$ cat src/rtl/trace_pkg.sv
// rtl/trace_pkg.sv - trace word layout constants shared with the cosim checker
package trace_pkg;
    localparam int TRACE_W     = 36;
    localparam int KIND_HI     = 35;
    localparam int KIND_LO     = 32;
    localparam int KIND_BRANCH = 0;
    localparam int KIND_ADDR   = 1;
    localparam int KIND_IRQ    = 3;

    typedef logic [KIND_HI-KIND_LO:0] trace_kind_t;
endpackage

$ cat src/rtl/trace_commit_fifo_if.sv
// rtl/trace_commit_fifo_if.sv - trace push and valid/ready pop signals
interface trace_commit_fifo_if;
    import trace_pkg::*;

    logic               trace_valid;
    logic [TRACE_W-1:0] trace_data;
    logic               out_valid;
    logic               out_ready;
    logic [TRACE_W-1:0] out_data;

    modport master (output trace_valid, output trace_data, output out_ready,
                    input  out_valid,   input  out_data);
    modport slave  (input  trace_valid, input  trace_data, input  out_ready,
                    output out_valid,   output out_data);
endinterface

$ cat src/rtl/sync_fifo_fwft.sv
// rtl/sync_fifo_fwft.sv - generic first-word-fall-through circular buffer
module sync_fifo_fwft #(
    parameter int W     = 36,
    parameter int DEPTH = 16,
    localparam int AW   = $clog2(DEPTH)
) (
    input  logic          clk,
    input  logic          reset,
    input  logic          push,
    input  logic          pop,
    input  logic          flush,
    input  logic [W-1:0]  wdata,
    output logic [W-1:0]  rdata,
    output logic          empty,
    output logic [AW:0]   level,
    output logic          push_ok
);
    localparam logic [AW:0] PTR_ONE = 1;

    logic [W-1:0] mem [DEPTH];
    logic [AW:0]  wr_ptr;
    logic [AW:0]  rd_ptr;
    logic         full;
    logic         pop_ok;

    assign empty   = (wr_ptr == rd_ptr);
    assign full    = (wr_ptr[AW-1:0] == rd_ptr[AW-1:0]) && (wr_ptr[AW] != rd_ptr[AW]);
    assign pop_ok  = pop && !empty && !flush;
    // A full buffer still takes a word when the head leaves in the same cycle.
    assign push_ok = push && !flush && (!full || pop_ok);
    assign level   = wr_ptr - rd_ptr;
    assign rdata   = mem[rd_ptr[AW-1:0]];

    always_ff @(posedge clk) begin
        if (reset) begin
            wr_ptr <= '0;
            rd_ptr <= '0;
        end else if (flush) begin
            rd_ptr <= wr_ptr;
        end else begin
            if (push_ok) wr_ptr <= wr_ptr + PTR_ONE;
            if (pop_ok)  rd_ptr <= rd_ptr + PTR_ONE;
        end
    end

    always_ff @(posedge clk) begin
        if (push_ok) mem[wr_ptr[AW-1:0]] <= wdata;
    end
endmodule

$ cat src/rtl/trace_commit_fifo.sv
// rtl/trace_commit_fifo.sv - trace buffer with loss accounting and per-kind counters
module trace_commit_fifo
    import trace_pkg::*;
#(
    parameter int DEPTH = 16,
    parameter int CNT_W = 32
) (
    input  logic                     clk,
    input  logic                     reset,
    trace_commit_fifo_if.slave       bus,
    input  logic                     flush,
    output logic [$clog2(DEPTH):0]   level,
    output logic                     overflow,
    output logic [15:0]              drop_count,
    output logic [CNT_W-1:0]         branch_count,
    output logic [CNT_W-1:0]         addr_count,
    output logic [CNT_W-1:0]         irq_count
);
    localparam logic [CNT_W-1:0] CNT_ONE = 1;

    logic push;
    logic push_ok;
    logic drop;
    logic empty;

    assign push = bus.trace_valid && !flush;
    assign drop = push && !push_ok;
    assign bus.out_valid = !empty;

    sync_fifo_fwft #(.W(TRACE_W), .DEPTH(DEPTH)) u_fifo (
        .clk     (clk),
        .reset   (reset),
        .push    (push),
        .pop     (bus.out_ready),
        .flush   (flush),
        .wdata   (bus.trace_data),
        .rdata   (bus.out_data),
        .empty   (empty),
        .level   (level),
        .push_ok (push_ok)
    );

    always_ff @(posedge clk) begin
        if (reset) begin
            overflow     <= 1'b0;
            drop_count   <= '0;
            branch_count <= '0;
            addr_count   <= '0;
            irq_count    <= '0;
        end else begin
            if (drop) begin
                overflow <= 1'b1;
                if (drop_count != 16'hFFFF) drop_count <= drop_count + 16'd1;
            end
            // Only words that actually land in the buffer are classified.
            if (push_ok) begin
                if (bus.trace_data[KIND_LO+KIND_BRANCH]) branch_count <= branch_count + CNT_ONE;
                if (bus.trace_data[KIND_LO+KIND_ADDR])   addr_count   <= addr_count + CNT_ONE;
                if (bus.trace_data[KIND_LO+KIND_IRQ])    irq_count    <= irq_count + CNT_ONE;
            end
        end
    end
endmodule

$ cat src/flat_wrapper.sv
// flat-port wrapper written by rule: the top's interface ports become plain ports
module trace_commit_fifo_flat import trace_pkg::*;
#(
    parameter int DEPTH = 16,
    parameter int CNT_W = 32
)
  (clk, reset, flush, level, overflow, drop_count, branch_count, addr_count, irq_count, bus_trace_valid, bus_trace_data, bus_out_ready, bus_out_valid, bus_out_data);
  trace_commit_fifo_if bus_i ();
  input  logic clk;
  input  logic reset;
  input  logic flush;
  output logic [$clog2(DEPTH):0] level;
  output logic overflow;
  output logic [15:0] drop_count;
  output logic [CNT_W-1:0] branch_count;
  output logic [CNT_W-1:0] addr_count;
  output logic [CNT_W-1:0] irq_count;
  input wire logic [$bits(bus_i.trace_valid)-1:0] bus_trace_valid;
  input wire logic [$bits(bus_i.trace_data)-1:0] bus_trace_data;
  input wire logic [$bits(bus_i.out_ready)-1:0] bus_out_ready;
  output wire logic [$bits(bus_i.out_valid)-1:0] bus_out_valid;
  output wire logic [$bits(bus_i.out_data)-1:0] bus_out_data;
  assign bus_i.trace_valid = bus_trace_valid;
  assign bus_i.trace_data = bus_trace_data;
  assign bus_i.out_ready = bus_out_ready;
  assign bus_out_valid = bus_i.out_valid;
  assign bus_out_data = bus_i.out_data;
  trace_commit_fifo #(.DEPTH(DEPTH), .CNT_W(CNT_W)) u_core (.clk(clk), .reset(reset), .bus(bus_i), .flush(flush), .level(level), .overflow(overflow), .drop_count(drop_count), .branch_count(branch_count), .addr_count(addr_count), .irq_count(irq_count));
endmodule
$ cat config.mk
export PLATFORM = sky130hd
export DESIGN_NAME = trace_commit_fifo_flat
export DESIGN_NICKNAME = d
export VERILOG_FILES = /design/src/rtl/trace_pkg.sv /design/src/rtl/trace_commit_fifo_if.sv /design/src/rtl/sync_fifo_fwft.sv /design/src/rtl/trace_commit_fifo.sv /design/src/flat_wrapper.sv
export SDC_FILE = /design/constraint.sdc
export NUM_CORES = 1
export LEC_CHECK = 0
export BUFFER_PORTS_ARGS = -buffer_cell sky130_fd_sc_hd__buf_2
export CAP_MARGIN = 30
export CORE_UTILIZATION = 25
export CTS_BUF_LIST = sky130_fd_sc_hd__clkbuf_4 sky130_fd_sc_hd__clkbuf_8
export CTS_CLUSTER_SIZE = 40
export DETAILED_ROUTE_END_ITERATION = 12
export SYNTH_ARGS = -nofsm -noshare
export SYNTH_HDL_FRONTEND = slang
export SYNTH_SLANG_ARGS = --single-unit
$ cat constraint.sdc
create_clock -name clk -period 6.3 [get_ports clk]
set_input_delay 1.26 -clock clk [delete_from_list [all_inputs] [get_ports clk]]
set_output_delay 1.26 -clock clk [all_outputs]
set_load 0.01 [all_outputs]
# == Word level (Yosys, flattened, before mapping) ==
# Memory sizes are Yosys's and may differ from the RTL's. A register that Yosys moved wholly into a read port is not among the register bits.
# Index checks and enable logic that the tools add are counted.
# W data, S select, Z words.
# word_totals
register_bits,123
word_cells,44
out_inout_bits,155
mem_bits_rw,576
memories,1
in_bits,41
# memory_table
name,depth,width,read_ports,rd_ports_with_merged_regs,write_ports,line,rtl
u_core.u_fifo.mem,16,36,1,1,1,sync_fifo_fwft.sv:20,logic [W-1:0] mem [DEPTH];
# classes
n_mux,6
n_addsub,7
n_bitwise,1
eq_ne,4
n_reduce_logical,18
# ops
operator,count
$add A32 B1 Y32 const B,3
$add A16 B1 Y16 const B,1
$ne A16 B16 Y1 const B,1
$add A5 B1 Y5 const B,2
$mux W5,2
$reduce_and A2 Y1,5
$mux W4,2
$logic_and A1 B1 Y1,7
$eq A5 B5 Y1,1
$sub A5 B5 Y5,1
$eq A4 B4 Y1,1
$logic_not A1 Y1,4
$mux W1,2
$reduce_bool A2 Y1,1
$logic_or A1 B1 Y1,1
$ne A1 B1 Y1,1
$not A1 Y1,1

# == Logic depth before layout (Yosys ltp) ==
# Gate-level depths: netlist of the first run.
# depth
depth_word,9
ltp_mapped,9
ltp_nobuf,7

# == Modules after synthesis ==
# A second synthesis of the first run with hierarchy kept.
# unflattened
cells_unflattened,1640
area_unflattened_um2,27904.3
# modules_own_cells
mod,seq_area_each_um2,cells_each,area_per_inst_um2,instances
sync_fifo_fwft,17576.9,993,22484.1,1
trace_commit_fifo,2262.2,647,5420.2,1

# == Least setup slack after synthesis of the first run ==
# Ideal clock, no wire load.
# synth_path
path_kind,input to register
from,in bus_trace_valid
to,mem u_core.u_fifo.mem[0][0] (enable)
required_time_ns,5.826
slack_ns,0.981
arrival_ns,4.845
stages,6
setup_ns,0.474
path_buffers,2
path_cell_list,nor2b_1 o31a_1 clkbuf_1 clkbuf_1 nand2_1 nor3_1
# synth_between
elab_chain_cells,5
# synth_lines
item,line,rtl
from (decl),flat_wrapper.sv:18,input wire logic [$bits(bus_i.trace_valid)-1:0] bus_trace_valid;
$logic_and A1 B1 Y1,trace_commit_fifo.sv:26,assign push = bus.trace_valid && !flush;
$logic_and A1 B1 Y1 (2 in a row),sync_fifo_fwft.sv:30,assign push_ok = push && !flush && (!full || pop_ok);
$mux W1,sync_fifo_fwft.sv:47,if (push_ok) mem[wr_ptr[AW-1:0]] <= wdata;
$mux W1 (implied by the code),sync_fifo_fwft.sv:47,
to (decl),sync_fifo_fwft.sv:20,
# Every way passes these cells.

==> summary.txt, run 1 <==
Status
  • Status: completed

Layout
  • Layout area overhead: 18.9%
  • Sequential cell area: 19900 µm²
  • Fraction of layout cells with a size suffix above 1: 0.328
  • Highest-count cells in the layout ignoring fill and taps: edfxtp_1 (576), buf_2 (194), mux4_2 (180), dfxtp_1 (123), clkbuf_8 (122)
  • Most common cell after layout, fill and taps aside: edfxtp_1
  • Fill count: 10700
  • Post-route cell area: 33000 µm²
  • Nets: 1862
  • Area of the multi-input gates: 7640 µm²

Job
  • # Max-Cap Violations: 0

Floorplan
  • Row count: 121
  • Chip width: 335 µm
  • Total I/O pin count: 196
  • Die Ht: 335 µm
  • Initial core utilization: 0.254
  • Die ar.: 112000 µm²
  • Core footprint: 109000 µm²

Global routing
  • First-pass GRT wire length: 103000 µm
  • Vias in the first global route: 16200
  • Gr usage total: 0.122
  • Gr ovfl total: 0
  • Initial antenna violation count: 9
  • Largest net degree at the start of global routing: 93

Route
  • Via density: 4.52
  • Remaining DRCs: 0
  • Routed wire length: 69100 µm
  • DRT iter0 DRCs: 1066
  • Routed Antenna Nets: 0
  • First drt pass iteration count: 4
  • Vias: 15300
  • Wire per inst: 20.5 µm

Timing
  • Slew @ Worst Pin: 0.945 ns
  • Period utilization: 0.743
  • Max Clock Freq: 213 MHz
  • Setup_tns: 0 ns
  • Post-layout min period: 4.68 ns
  • Slew Limit Fails: 0
  • RSZ-0062 raised after global routing: false
  • Final hold vios: 0
  • # setup viols final: 0
  • Rel. slew slack: 0.370
  • Clk_skew: 0.0478 ns

Synthesis
  • Prevailing post-synth register cell: edfxtp_1
  • Yosys cell types: 54
  • Post-synth EDFFs: 576
  • Async S/R FF share, synth: 0
  • Syn. warnings: 0
  • Mapped Nets: 1595
  • Seq/Total Area, Yosys: 0.715
  • Post-Synthesis Cell Area: 27800 µm²
  • Yosys reg bits: 703
  • Cells after Synth: 1540
  • Post-Syn Area per Cell: 18.0 µm²

CTS
  • H-tree depth: 3
  • Clock sinks: 703
  • Clk buf depth: 3
  • Setup repair bufs after CTS: 0
  • Total clock buffers created by CTS: 116
  • PostCTS Resize Cnt: 0
  • Clock Pin Slew Worst Setup and Hold Paths: 0.06 ns
  • Worst-Skew Late Latency: 0.77 ns
  • CTS Hold Bufs: 0
  • CTS Root Cell: clkbuf_8
  • CTS tree: done

Power
  • Leakage: 10.5 nW
  • Power, Total: 0.00955 W
  • Power Dens Cells: 289 nW/µm²
  • VDD IR max: 0.151 mV

Setup path
  • Critical path peak fanout: 55
  • WP data arrival: 3.42 ns
  • Kind of critical path: register to output port
  • Worst reg2reg endpoint: u_core.u_fifo.mem[5][34]
  • Worst setup EP type: output port
  • Internal reg-to-reg setup slack: 2.60 ns
  • Startpoint Class: register
  • Origin of the critical flop-to-flop path: u_core.u_fifo.wr_ptr[2]
  • R2r worst-path depth: 6
  • Crit path to: bus_out_data[2]
  • Worst EP required: 5.04 ns

Placed design
  • Gpl congestion: 0.760
  • DP HPWL: 41200 µm
  • Placed Instance Area: 30700 µm²
  • Port Buf Inserts: 195

Min path
  • Hold Path Depth: 2
  • Hold WC Path Type: register to register
registers in the layout, summed over array words and instances (netlist names), named ones only:
register and cells:
u_core.branch_count 32, u_core.addr_count 32, u_core.u_fifo.wr_ptr 5, u_core.u_fifo.mem 576, u_core.drop_count 16, u_core.irq_count 32, u_core.u_fifo.rd_ptr 5, u_core.overflow 1
layout make-up:
class | instances | area share
diodes | 3 | 0.000227
clock buffers | 163 | 0.0602
clock inverters | 46 | 0.00883
inverters | 29 | 0.00330
multi-input cells | 731 | 0.231
flip-flops and latches | 703 | 0.601
well taps | 1476 | 0.0559
repair buffers | 226 | 0.0391
Yosys cell counts (6+ instances only):
cell type  instances  share of area
edfxtp_1         576           0.62
mux4_2           180           0.15
dfxtp_1          127          0.092
nor2_1           114          0.015
xnor2_1           57          0.018
clkbuf_1          55         0.0074
nand2_1           43         0.0058
nand3_1           39         0.0070
xor2_1            37          0.012
nand4_1           30         0.0068
a21oi_1           29         0.0052
inv_1             29         0.0039
nor4_1            27         0.0061
o21ai_0           24         0.0043
or3_1             24         0.0054
nor3_1            19         0.0034
and3_1            17         0.0038
buf_2             13         0.0023
ha_1              13         0.0059
and4_1            11         0.0035
and2_1             8         0.0018
buf_1              8         0.0011
or4_1              7         0.0019
nor4_2             6         0.0027
report_power, final:
part | leakage [nW] | internal [W] | switching (W)
combinational | 3.06 | 0.000235 | 0.000296
clock | 1.21 | 0.00212 | 0.00183
sequential | 6.22 | 0.00505 | 0.0000260
total | 10.5 | 0.00740 | 0.00215
routing by layer:
layer / vias to the layer above / routed length [µm] / part of all wire / GRT usage
met5: - / 64 / 0.00093 / 0
met4: 10 / 1730 / 0.025 / 0.0399
met3: 128 / 4450 / 0.064 / 0.0342
met2: 465 / 34000 / 0.49 / 0.204
met1: 7943 / 28900 / 0.42 / 0.151
li1: 6716 / - / - / -
worst min path at each step:
stage          slack [ns]                    to            startpoint
6_report             0.47       u_core.overflow       u_core.overflow
5_1_grt              0.51  u_core.irq_count[31]  u_core.irq_count[31]
4_1_cts              0.48       u_core.overflow       u_core.overflow
3_5_place_dp         0.46       u_core.overflow       u_core.overflow
3_3_place_gp         0.46  u_core.irq_count[31]  u_core.irq_count[31]
2_1_floorplan        0.50  u_core.irq_count[31]  u_core.irq_count[31]
logic make-up (layout without fill, tap and decap cells):
group,count (synthesis),count (layout),share of synthesized area
adders and majority gates,14,14,0.00658
muxes,183,183,0.147
and+or+nand+nor,360,360,0.0686
buffers and inverters,106,464,0.0152
DFF,703,703,0.715
AOI/OAI and AO/OA,79,79,0.0173
other,0,3,0
xor gates and xnor gates,95,95,0.0306
worst max-delay path, cell delays in order, from the launching register on:
cell and delay (ns):
dfxtp_4 0.89, buf_4 0.63, mux4_2 0.41, mux4_2 0.53, buf_2 0.17
metrics by stage:
| stage | setup WS, ns | utilization | instances | hold WS (ns) |
|---|---|---|---|---|
| 2_1_floorplan | 0.981 | - | 1540 | 0.497 |
| 3_3_place_gp | 2.06 | 0.280 | 3161 | 0.463 |
| 3_5_place_dp | 1.99 | 0.281 | 3165 | 0.464 |
| 4_1_cts | 1.42 | 0.302 | 3374 | 0.480 |
| 5_1_grt | 1.42 | 0.302 | 3376 | 0.506 |
| 6_report | 1.62 | 0.302 | 3377 | 0.472 |
No activity file was read; power rests on OpenSTA's default activity.
==> run 2, diff against run 1 <==
==> constraint.sdc (replaced) <==
create_clock -name clk -period 4.1 [get_ports clk]
set_input_delay 0.82 -clock clk [delete_from_list [all_inputs] [get_ports clk]]
set_output_delay 0.82 -clock clk [all_outputs]
set_load 0.01 [all_outputs]
==> summary.txt, run 2 (synthesis gave the netlist of run 1 again) <==
Route
  • Remaining DRCs: 0
  • DRT iter0 DRCs: 1043
  • First drt pass iteration count: 5
  • Wire per inst: 20.2 µm
  • Via density: 4.50
  • Routed wire length: 68300 µm
  • Routed Antenna Nets: 0
  • Vias: 15200

Floorplan
  • Die Ht: 335 µm
  • Total I/O pin count: 196
  • Die ar.: 112000 µm²
  • Row count: 121
  • Core footprint: 109000 µm²
  • Chip width: 335 µm
  • Initial core utilization: 0.254

Setup path
  • WP data arrival: 2.96 ns
  • Kind of critical path: register to output port
  • R2r worst-path depth: 6
  • Worst setup EP type: output port
  • Critical path peak fanout: 64
  • Critical Path, Cell by Cell: buf_12, mux4_2, mux4_2, buf_2
  • CP max stage delay: 0.57 ns
  • CP max-delay cell: mux4_2
  • Startpoint Class: register
  • Internal reg-to-reg setup slack: 0.90 ns
  • Critical path's top delay family: multiplexers
  • Most frequent CP cell: mux4_2
  • Worst EP required: 3.28 ns
  • CP Depth: 4
  • Worst reg2reg endpoint: u_core.irq_count[31]
  • Crit path to: bus_out_data[34]
  • Origin of the critical flop-to-flop path: u_core.u_fifo.wr_ptr[3]
  • Buf/Inv on CP: 2

Timing
  • Max Clock Freq: 264 MHz
  • Setup_tns: 0 ns
  • Final hold vios: 0
  • Slew @ Worst Pin: 0.910 ns
  • Period utilization: 0.922
  • Worst hold slack: 0.360 ns
  • RSZ-0062 raised after global routing: false
  • Slew Limit Fails: 0
  • # setup viols final: 0
  • Post-layout min period: 3.78 ns
  • Clk_skew: 0.0695 ns
  • Rel. slew slack: 0.394

CTS
  • Worst-Skew Late Latency: 0.77 ns
  • Clock Pin Slew Worst Setup and Hold Paths: 0.06 ns
  • Clock sinks: 703
  • Total clock buffers created by CTS: 116
  • Clk buf depth: 3
  • CTS Root Cell: clkbuf_8
  • CTS Hold Bufs: 0
  • Setup repair bufs after CTS: 0
  • CTS tree: done
  • PostCTS Resize Cnt: 0
  • H-tree depth: 3

Power
  • Power Dens Cells: 444 nW/µm²
  • Power, Total: 0.0148 W
  • VDD IR max: 0.308 mV
  • Leakage: 10.6 nW

Layout
  • Nets: 1868
  • Highest-count cells in the layout ignoring fill and taps: edfxtp_1 (576), buf_2 (194), mux4_2 (180), dfxtp_1 (123), clkbuf_8 (120)
  • Fill count: 10700
  • Fraction of layout cells with a size suffix above 1: 0.332
  • Number of flip-flops in the largest register: 576
  • Layout area overhead: 20.1%
  • Most common cell after layout, fill and taps aside: edfxtp_1

Placed design
  • Port Buf Inserts: 195
  • DP HPWL: 39700 µm
  • Gpl congestion: 0.800

Global routing
  • First-pass GRT wire length: 102000 µm
  • Gr usage total: 0.121
  • Initial antenna violation count: 8
  • Gr ovfl total: 0
  • Largest net degree at the start of global routing: 83
  • Vias in the first global route: 16200

Status
  • Status: completed

Job
  • # Max-Cap Violations: 0

Min path
  • Hold WC Path Type: primary input to register
run 2: cell types whose count changed in the layout (fill, tap and decap cells not counted), moves of 2 or more:
cell and delta:
buf_12 +16, buf_16 -2, buf_4 -7, clkbuf_4 +2, clkbuf_8 -2, clkinv_1 -2
clkinv_16 +3, clkinv_2 -2, diode_2 -2, nor3_2 -4, nor3_4 +4
run 2: layer usage:
layer  GRT usage  part of all wire
met1       0.150              0.41
met3      0.0339             0.068
met4      0.0329             0.020
met2       0.207              0.50
met5           0           0.00048
run 2: layout make-up:
cell class	count	area [µm²]	share of cell area
multi-input cells	731	7670	0.230
clock inverters	46	387	0.0116
repair buffers	232	1490	0.0448
well taps	1476	1850	0.0554
clock buffers	163	1970	0.0592
flip-flops and latches	703	19900	0.596
inverters	29	109	0.00327
diodes	1	2.50	0.0000751
run 2: per-stage QoR:
step / setup slack, ns / cells / util / area (µm²)
floorplan: 0.183 / 1540 / - / 27800
CTS: 0.149 / 3380 / 0.305 / 33300
global route: 0.110 / 3381 / 0.305 / 33300
detailed placement: 0.868 / 3171 / 0.283 / 31000
finish: 0.318 / 3381 / 0.305 / 33300
global placement: 0.862 / 3171 / 0.283 / 31000
run 2: report_power, final:
group | switching [W] | total [W] | internal, W
clock network | 0.00285 | 0.00618 | 0.00333
registers | 0.0000315 | 0.00779 | 0.00776
logic | 0.000452 | 0.000819 | 0.000367
total | 0.00334 | 0.0148 | 0.0115
run 2: worst min path at each step:
stage                              start                       to  slack [ns]  cells after the start
floorplan           u_core.irq_count[31]     u_core.irq_count[31]        0.50                      2
global placement         u_core.overflow          u_core.overflow        0.46                      2
detailed placement  u_core.irq_count[31]     u_core.irq_count[31]        0.49                      2
CTS                                flush  u_core.u_fifo.rd_ptr[0]        0.28                      2
global route                       flush  u_core.u_fifo.rd_ptr[0]        0.31                      2
finish                             flush  u_core.u_fifo.rd_ptr[0]        0.36                      2
run 2: worst reg2reg max path, cell delays in order (launching register included):
cell and delay (ns):
dfxtp_1 0.74, ha_1 0.38, nand4_1 0.40, o31ai_4 0.24
or4_1 0.77, or4_1 0.45, a21oi_1 0.17
==> run 3, diff against run 2 <==
--- a/config.mk
+++ b/config.mk
@@ -5,6 +5,7 @@
 export SDC_FILE = /design/constraint.sdc
 export NUM_CORES = 1
 export LEC_CHECK = 0
+export ABC_AREA = 1
 export BUFFER_PORTS_ARGS = -buffer_cell sky130_fd_sc_hd__buf_2
 export CAP_MARGIN = 30
 export CORE_UTILIZATION = 25
==> summary.txt, run 3 <==
Floorplan
  • Core footprint: 120000 µm²
  • Die ar.: 122000 µm²
  • Total I/O pin count: 196
  • Die Ht: 350 µm
  • Row count: 127
  • Initial core utilization: 0.252
  • Chip width: 350 µm

Layout
  • Finished Core Util: 0.296
  • Fraction of layout cells with a size suffix above 1: 0.153
  • Sequential cell area: 19900 µm²
  • Nets: 3194
  • Area of the multi-input gates: 9430 µm²
  • Non-filler instance count after layout: 4837
  • Fill count: 12400
  • Highest-count cells in the layout ignoring fill and taps: nor2_1 (653), edfxtp_1 (576), nand2_1 (484), o21ai_0 (299), buf_2 (195)
  • Most common cell after layout, fill and taps aside: nor2_1
  • Layout area overhead: 17.2%
  • Number of flip-flops in the largest register: 576

Setup path
  • Worst EP required: 3.28 ns
  • R2r worst-path depth: 9
  • WP data arrival: 2.95 ns
  • Critical path peak fanout: 114
  • Worst reg2reg endpoint: u_core.u_fifo.mem[8][19]
  • Critical path's top delay family: buffers and inverters
  • CP max-delay cell: dfxtp_4
  • Most frequent CP cell: nor2_1
  • Buf/Inv on CP: 3
  • Kind of critical path: register to output port
  • Critical Path, Cell by Cell: inv_12, buf_4, nor2_1, nor2_1, o21ai_0, o21ai_1, o211ai_1, nand2_1, buf_2
  • Origin of the critical flop-to-flop path: u_core.u_fifo.wr_ptr[2]
  • Worst setup EP type: output port
  • CP max stage delay: 0.67 ns
  • Startpoint Class: register
  • CP Depth: 9
  • Internal reg-to-reg setup slack: 1.10 ns

Timing
  • Slew @ Worst Pin: 0.785 ns
  • Final hold vios: 0
  • Setup_tns: 0 ns
  • Max Clock Freq: 265 MHz
  • Clk_skew: 0.0659 ns
  • Period utilization: 0.920
  • RSZ-0062 raised after global routing: false
  • Slew Limit Fails: 0
  • Rel. slew slack: 0.476
  • # setup viols final: 0
  • Post-layout min period: 3.77 ns

CTS
  • Clk buf depth: 3
  • CTS tree: done
  • Clock Pin Slew Worst Setup and Hold Paths: 0.06 ns
  • Worst-Skew Late Latency: 0.78 ns
  • H-tree depth: 3
  • CTS Root Cell: clkbuf_8
  • Clock sinks: 703
  • Total clock buffers created by CTS: 117
  • CTS Hold Bufs: 0

Power
  • Combinational power share: 0.096
  • Switching Fraction: 0.257
  • Internal power: 0.0114 W
  • Psw: 0.00394 W
  • Clk pwr share: 0.395
  • VDD IR max: 0.249 mV
  • Power Dens Cells: 433 nW/µm²
  • Leakage: 11.6 nW
  • Sequential Power Share: 0.509

Route
  • Vias: 22000
  • Via density: 4.56
  • Wire per inst: 16.9 µm
  • Remaining DRCs: 0
  • DRT iter0 DRCs: 1796
  • First drt pass iteration count: 5
  • Routed wire length: 81800 µm
  • Routed Antenna Nets: 0

Synthesis
  • Synth area leader: edfxtp_1
  • Top cell type's share of synthesized area: 0.572
  • Post-synth EDFFs: 576
  • Post-Synthesis Cell Area: 30300 µm²
  • Async S/R FF share, synth: 0
  • Mapped Nets: 2980
  • Yosys reg bits: 703
  • Post-Syn Area per Cell: 10.3 µm²
  • Cells after Synth: 2925
  • Prevailing post-synth register cell: edfxtp_1
  • Commonest cells post-synth: nor2_1 (669), edfxtp_1 (576), nand2_1 (484)
  • Count leader, synth: nor2_1
  • Yosys cell types: 41
  • Dominant cells by area after synthesis: edfxtp_1 (57%), dfxtp_1 (8.4%), nor2_1 (8.3%)
  • Syn. warnings: 0
  • Seq/Total Area, Yosys: 0.656

Min path
  • Hold Path Origin: bus_trace_data[10]
  • Hold WC Path Type: primary input to register
  • Hold Path Depth: 1
  • WHS Endpoint: u_core.u_fifo.mem[4][10]

Placed design
  • DP HPWL: 49100 µm
  • Port Buf Inserts: 195
  • Gpl congestion: 0.864
  • Post-Place Cells: 4632

Job
  • # Max-Cap Violations: 0

Global routing
  • Largest net degree at the start of global routing: 127
  • Vias in the first global route: 21000
  • Initial antenna violation count: 13
  • Gr ovfl total: 0
  • Gr usage total: 0.131
  • First-pass GRT wire length: 125000 µm

Status
  • Status: completed
-- run 3: cell families (layout without fill, tap and decap cells) --
kind of cell | count (synthesis) | after routing | share of synthesized area
compound gates | 600 | 600 | 0.112
buf+inv | 236 | 532 | 0.0366
simple gates | 1334 | 1334 | 0.178
fa+ha+maj | 14 | 14 | 0.00604
other cells | 0 | 4 | 0
xor+xnor | 38 | 38 | 0.0110
flops | 703 | 703 | 0.656
-- run 3: metrics by stage --
step                      area, µm²  total power (W)  hold slack [ns]  worst slack (ns)
after detailed placement      33200          0.00949            0.472             0.959
final                         35500           0.0154            0.423             0.330
after CTS                     35400           0.0156            0.349             0.162
after global placement        33200          0.00948            0.460             0.984
after floorplan               30300          0.00890            0.455             0.482
after global routing          35500           0.0160            0.382            0.0763
-- run 3: worst max-delay path by stage --
stage	to	slack (ns)	start
finish	bus_out_data[23]	0.33	register
global route	bus_out_data[23]	0.08	register
CTS	bus_out_data[23]	0.16	register
detailed placement	u_core.u_fifo.mem[8][31]	0.96	flush
global placement	bus_out_data[23]	0.98	register
floorplan	u_core.u_fifo.mem[11][0]	0.48	flush
-- run 3: layout make-up --
type,count,area share
clock inverters,33,0.00656
flip-flops and latches,703,0.560
diodes,4,0.000282
inverters,88,0.00988
multi-input cells,1986,0.266
clock buffers,168,0.0573
well taps,1612,0.0569
repair buffers,243,0.0433
-- run 3: worst reg2reg max path: cells and delay by family, from the launching register on --
kind          cells  cell delay (ns)
fa+ha+maj         1             0.35
buf+inv           2             0.45
flops             1             0.52
simple gates      6             1.39
-- run 3: power groups by stage --
stage                     Clock (W)  Combinational (W)  Sequential [W]
after floorplan                   0           0.000970         0.00793
after global placement            0            0.00151         0.00797
after detailed placement          0            0.00152         0.00797
after CTS                   0.00624            0.00152         0.00782
after global routing        0.00653            0.00168         0.00783
final                       0.00607            0.00148         0.00782
-- run 3: metal layers --
layer	vias to the layer above	routed length [µm]	share of wire	global-route usage
met5	-	45	0.00055	0
met1	10700	36700	0.45	0.174
met4	6	1870	0.023	0.0389
li1	10600	-	-	-
met2	598	38300	0.47	0.215
met3	149	4910	0.060	0.0257
-- run 3: timing repair --
| action | CTS | global route |
|---|---|---|
| setup endpoints to repair | 0 | 1 |
| hold endpoints to repair | 0 | 0 |
| setup buffers | 0 | 0 |
| resized for setup | 0 | 2 |
